### config.mk
export PLATFORM = sky130hd
export DESIGN_NAME = mem_port_arbiter
export DESIGN_NICKNAME = d
export VERILOG_FILES = /design/src/rtl/mem_port_arbiter.sv
export SDC_FILE = /design/constraint.sdc
export NUM_CORES = 1
export LEC_CHECK = 0
export CAP_MARGIN = 20
export CORE_MARGIN = 8
export CORE_UTILIZATION = 40
export CTS_CLUSTER_SIZE = 12
export DETAILED_ROUTE_END_ITERATION = 8
export GPL_ROUTABILITY_DRIVEN = 0
export PLACE_DENSITY = 0.87
export SLEW_MARGIN = 20
export SYNTH_ARGS = -nofsm -noshare
export SYNTH_HDL_FRONTEND = slang
export SYNTH_SLANG_ARGS = --single-unit
### constraint.sdc
create_clock -name clk -period 1.7 [get_ports clk]
set_input_delay 0.255 -clock clk [delete_from_list [all_inputs] [get_ports clk]]
set_output_delay 0.255 -clock clk [all_outputs]
set_load 0.03 [all_outputs]
### src/rtl/mem_port_arbiter.sv
// Two-port arbiter in front of the unified memory of the multicycle MIPS core.
// The CPU and debug/loader ports share the memory round-robin; the debug port can lock for bounded bursts.
module mem_port_arbiter #(
  parameter int ADDR_W   = 32,
  parameter int DATA_W   = 32,
  parameter int MEM_LAT  = 1,
  parameter int MAX_LOCK = 8
) (
  input  logic              clk,
  input  logic              reset,
  input  logic              cpu_req,
  input  logic              cpu_we,
  input  logic [ADDR_W-1:0] cpu_addr,
  input  logic [DATA_W-1:0] cpu_wdata,
  output logic              cpu_ack,
  output logic [DATA_W-1:0] cpu_rdata,
  input  logic              dbg_req,
  input  logic              dbg_we,
  input  logic [ADDR_W-1:0] dbg_addr,
  input  logic [DATA_W-1:0] dbg_wdata,
  input  logic              dbg_lock,
  output logic              dbg_ack,
  output logic [DATA_W-1:0] dbg_rdata,
  output logic              mem_en,
  output logic              mem_we,
  output logic [ADDR_W-1:0] mem_addr,
  output logic [DATA_W-1:0] mem_wdata,
  input  logic [DATA_W-1:0] mem_rdata,
  output logic              busy,
  output logic              grant_dbg
);

  localparam logic [1:0] S_IDLE   = 2'd0;
  localparam logic [1:0] S_ACCESS = 2'd1;
  localparam logic [1:0] S_DONE   = 2'd2;

  localparam int          LOCK_W   = (MAX_LOCK < 2) ? 1 : $clog2(MAX_LOCK + 1);
  localparam logic [LOCK_W-1:0] LOCK_MAX = LOCK_W'(MAX_LOCK);
  localparam logic [3:0]  LAT      = 4'(MEM_LAT);

  logic [1:0]        state_q, state_d;
  logic              owner_q, owner_d;       // 1 = debug owns the current/last access
  logic              last_dbg_q, last_dbg_d; // round-robin pointer, resets to DBG
  logic [LOCK_W-1:0] lock_cnt_q, lock_cnt_d;
  logic [3:0]        lat_cnt_q, lat_cnt_d;
  logic              we_q, we_d;
  logic [ADDR_W-1:0] addr_q, addr_d;
  logic [DATA_W-1:0] wdata_q, wdata_d;
  logic [DATA_W-1:0] cpu_rdata_q, cpu_rdata_d;
  logic [DATA_W-1:0] dbg_rdata_q, dbg_rdata_d;

  logic tie, locked_win, pick_dbg;

  assign tie        = cpu_req & dbg_req;
  assign locked_win = tie & last_dbg_q & dbg_lock & (lock_cnt_q < LOCK_MAX);
  assign pick_dbg   = dbg_req & (~cpu_req | ~last_dbg_q | locked_win);

  always_comb begin
    state_d     = state_q;
    owner_d     = owner_q;
    last_dbg_d  = last_dbg_q;
    lock_cnt_d  = lock_cnt_q;
    lat_cnt_d   = lat_cnt_q;
    we_d        = we_q;
    addr_d      = addr_q;
    wdata_d     = wdata_q;
    cpu_rdata_d = cpu_rdata_q;
    dbg_rdata_d = dbg_rdata_q;
    case (state_q)
      S_IDLE: begin
        if (!dbg_lock) lock_cnt_d = '0;
        if (cpu_req || dbg_req) begin
          owner_d   = pick_dbg;
          lat_cnt_d = LAT;
          state_d   = S_ACCESS;
          if (pick_dbg) begin
            we_d    = dbg_we;
            addr_d  = dbg_addr;
            wdata_d = dbg_wdata;
            if (locked_win) lock_cnt_d = lock_cnt_q + LOCK_W'(1);
          end else begin
            we_d       = cpu_we;
            addr_d     = cpu_addr;
            wdata_d    = cpu_wdata;
            lock_cnt_d = '0;
          end
        end
      end
      S_ACCESS: begin
        lat_cnt_d = lat_cnt_q - 4'd1;
        if (lat_cnt_q == 4'd1) begin
          if (owner_q) dbg_rdata_d = mem_rdata;
          else         cpu_rdata_d = mem_rdata;
          state_d = S_DONE;
        end
      end
      S_DONE: begin
        last_dbg_d = owner_q;
        state_d    = S_IDLE;
      end
      default: state_d = S_IDLE;
    endcase
  end

  always_ff @(posedge clk) begin
    if (reset) begin
      state_q     <= S_IDLE;
      owner_q     <= 1'b0;
      last_dbg_q  <= 1'b1;
      lock_cnt_q  <= '0;
      lat_cnt_q   <= '0;
      we_q        <= 1'b0;
      addr_q      <= '0;
      wdata_q     <= '0;
      cpu_rdata_q <= '0;
      dbg_rdata_q <= '0;
    end else begin
      state_q     <= state_d;
      owner_q     <= owner_d;
      last_dbg_q  <= last_dbg_d;
      lock_cnt_q  <= lock_cnt_d;
      lat_cnt_q   <= lat_cnt_d;
      we_q        <= we_d;
      addr_q      <= addr_d;
      wdata_q     <= wdata_d;
      cpu_rdata_q <= cpu_rdata_d;
      dbg_rdata_q <= dbg_rdata_d;
    end
  end

  // Write strobe only in the first access cycle so a multi-cycle access writes once.
  assign mem_en    = (state_q == S_ACCESS);
  assign mem_we    = mem_en & we_q & (lat_cnt_q == LAT);
  assign mem_addr  = addr_q;
  assign mem_wdata = wdata_q;
  assign cpu_ack   = (state_q == S_DONE) & ~owner_q;
  assign dbg_ack   = (state_q == S_DONE) &  owner_q;
  assign cpu_rdata = cpu_rdata_q;
  assign dbg_rdata = dbg_rdata_q;
  assign busy      = (state_q != S_IDLE);
  assign grant_dbg = owner_q;

endmodule

==> flow_metrics.py <==
metrics = {
    "power_and_ir_drop": {
        "power_density_nw_per_um2": 1040,
        "peakVddDrop_mv": 0.577,
        "p_leak_nw": 4.26,
        "power_w": 0.0102,
    },
    "global_routing": {
        "globalRoute.totalOverflow": 0,
        "grt_antenna_before_repair": 0,
        "gr-usage-all-layers": 0.221,
        "grt_pass1_vias": 6340,
        "grt_pass1_wl_mm": 32.9,
        "grt_max_degree": 50,
    },
    "synth": {
        "synth-seq-area-share": 0.478,
        "postSynthCellCount": 726,
        "synth_edf_count": 0,
        "syn_avg_cell_area_um2": 8.13,
        "synth-compound-area-share": 0.0914,
        "synth_xor_area_frac": 0.00148,
        "synth_top_cell_area_share": 0.478,
        "synth_fa_ha_area_frac": 0.00636,
        "ys_ff_latch": 141,
        "yosys_warnings": 0,
        "yosys_most_used_dff": "dfxtp_1",
        "yosys.area_share.simple": 0.353,
        "yosysUniqueCellTypes": 39,
        "yosysMostFrequentCell": "dfxtp_1",
        "synth_async_sr_flop_share": 0,
        "synth_area_um2": 5900,
        "synth_top_area_cell": "dfxtp_1",
        "synthTopCellsByCount": "dfxtp_1 (141), nand2_1 (136), nor3_1 (134), nor2_1 (72), nor4_1 (57)",
        "synth_area_leaders": "dfxtp_1 (48%), nor3_1 (11%), nand2_1 (8.7%)",
        "synth_mux_area_frac": 0.00170,
        "synth_top_family_by_area": "simple AND/OR/NAND/NOR gates",
        "synth_nets": 896,
    },
    "place": {
        "hpwl_mm": 16.1,
        "pre_cts_ws_ns": -0.214,
        "portBuffers": 300,
    },
    "setup_path": {
        "crit_fanout": 3,
        "worstPathArrival_ns": 1.46,
        "cp.required_ns": 1.44,
        "cp-start-kind": "register",
        "endpoint_kind": "output port",
        "path_class": "register to output port",
    },
    "detailed_routing": {
        "ant_nets": 0,
        "route.detailed.drc": 0,
        "drt-total-wl_mm": 21.7,
        "avgRoutedWirePerCell_um": 17.8,
        "dr.pass1.iters": 4,
        "vias_per_cell": 5.24,
        "first_iter_violations": 369,
        "vias": 6377,
    },
    "sta": {
        "drv_slew": 0,
        "clock.fmax_mhz": 584,
        "rsz0062_at_grt": "yes",
        "max-slew-margin-rel": 0.746,
        "finalWorstPathRequiredPeriod_ns": 1.71,
        "setup_viol": 1,
        "hold_violations": 0,
        "worst_pin_slew_ns": 0.382,
        "clock_skew_ns": 0.0106,
        "finalCritPeriodShare": 1.01,
        "fin_ws_ns": -0.0122,
    },
    "layout": {
        "final_nets": 1189,
        "diodes": 0,
        "synthToLayoutAreaGrowth_pct": 66.4,
        "final_util": 0.678,
        "drive_gt1_frac": 0.128,
    },
    "floorplanning": {
        "dieArea_um2": 18900,
        "core_area_um2": 14500,
        "die_y_um": 137,
        "top_level_ports": 301,
        "initial_core_util": 0.407,
        "rows": 44,
        "die_w_um": 137,
    },
    "clock_network": {
        "worstSkewPairLatency_ns": 0.42,
        "clockRootBuffer": "clkbuf_16",
        "cts.path.max_buffers": 2,
        "cts_tree": "yes",
        "cts.sinks": 141,
        "htreeDepth": 4,
        "cts.clk_slew.worst_paths_ns": 0.06,
        "cts_buffers": 17,
    },
    "min_path": {
        "hold_class": "input port to register",
    },
    "run": {
        "max_cap_viol_count": 0,
    },
    "status": {
        "violations": "setup timing",
        "status": "complete, but fails checks",
    },
}
[worst max-delay path, cell delays in order (launching register included)]
cell and delay, ns:
dfxtp_2 0.33, inv_2 0.07, ha_4 0.12, nor3b_4 0.19
and3_4 0.21, buf_6 0.13
[path summary, 6_finish.rpt]
path,startpoint,endpoint,slack (ns),cells after the start
worst max-delay path,lat_cnt_q[1],mem_we,-0.01,5
worst min-delay path,reset,dbg_rdata[2],0.22,2
worst max register to register,lat_cnt_q[1],cpu_rdata[19],0.06,7
worst min register to register,cpu_rdata[18],cpu_rdata[18],0.45,2
[through the flow]
step	TNS, ns	instance area (um^2)	hold slack (ns)	std cells
after floorplan	0	5900	0.391	726
after global placement	-7.21	9220	0.441	1182
after detailed placement	-10.10	9220	0.448	1182
after CTS	-0.104	9710	0.214	1214
after global routing	-0.0679	9820	0.225	1216
final	-0.0122	9820	0.225	1216
[sequential cells by signal, indices dropped and copies added (netlist names)]
register    flops
we_q            1
state_q         2
lat_cnt_q       4
mem_addr       32
last_dbg_q      1
mem_wdata      32
cpu_rdata      32
grant_dbg       1
dbg_rdata      32
lock_cnt_q      4
[cell type report]
type	count	area, um^2
sequential	141	2830
clock inverter	15	176
inverter	5	26.3
tap	184	230
clock buffer	17	425
multi-input combinational	515	2720
timing repair buffer	339	3410
fill	1164	4660
[report_power, final]
group / switching (W) / internal [W]
Sequential: 0.000155 / 0.00359
Clock: 0.00157 / 0.00222
Combinational: 0.00154 / 0.00110
[cell usage in the layout, fill, tap and decap left out, types with 3 or more instances in the layout]
master	count
a21oi_1	39
a21oi_2	28
a31oi_1	3
buf_12	16
buf_4	26
buf_6	3
clkbuf_16	17
clkdlybuf4s50_1	167
clkinv_4	3
dfxtp_1	137
dfxtp_2	4
dlygate4sd2_1	107
dlymetal6s2s_1	20
inv_6	5
inv_8	4
nand2_1	136
nand2b_1	3
nand3_1	7
nor2_1	71
nor3_1	134
nor4_1	57
nor4_2	8
o21ai_0	3
[per-layer routing]
metal / up-vias / GRT usage / share of wire
li1: 3110 / - / -
met4: 0 / 0.0941 / 0.026
met3: 36 / 0.0883 / 0.11
met1: 2963 / 0.248 / 0.37
met2: 268 / 0.364 / 0.49
met5: - / 0 / 0
[timing repair]
action / CTS / global route
hold endpoints to repair: 0 / 0
hold buffers: 0 / 0
pin swaps: 0 / 1
setup buffers: 0 / 2
resized for setup: 113 / 32
endpoints found under the setup margin: 111 / 64
[logic make-up (layout without fill, tap and decap cells)]
logic type,Yosys count,in the layout
mux,1,1
fa+ha+maj,3,3
simple gates,430,430
buf+inv,70,376
compound gates,80,80
flops,141,141
xor+xnor,1,1
Power figures use the tool's default switching activity.
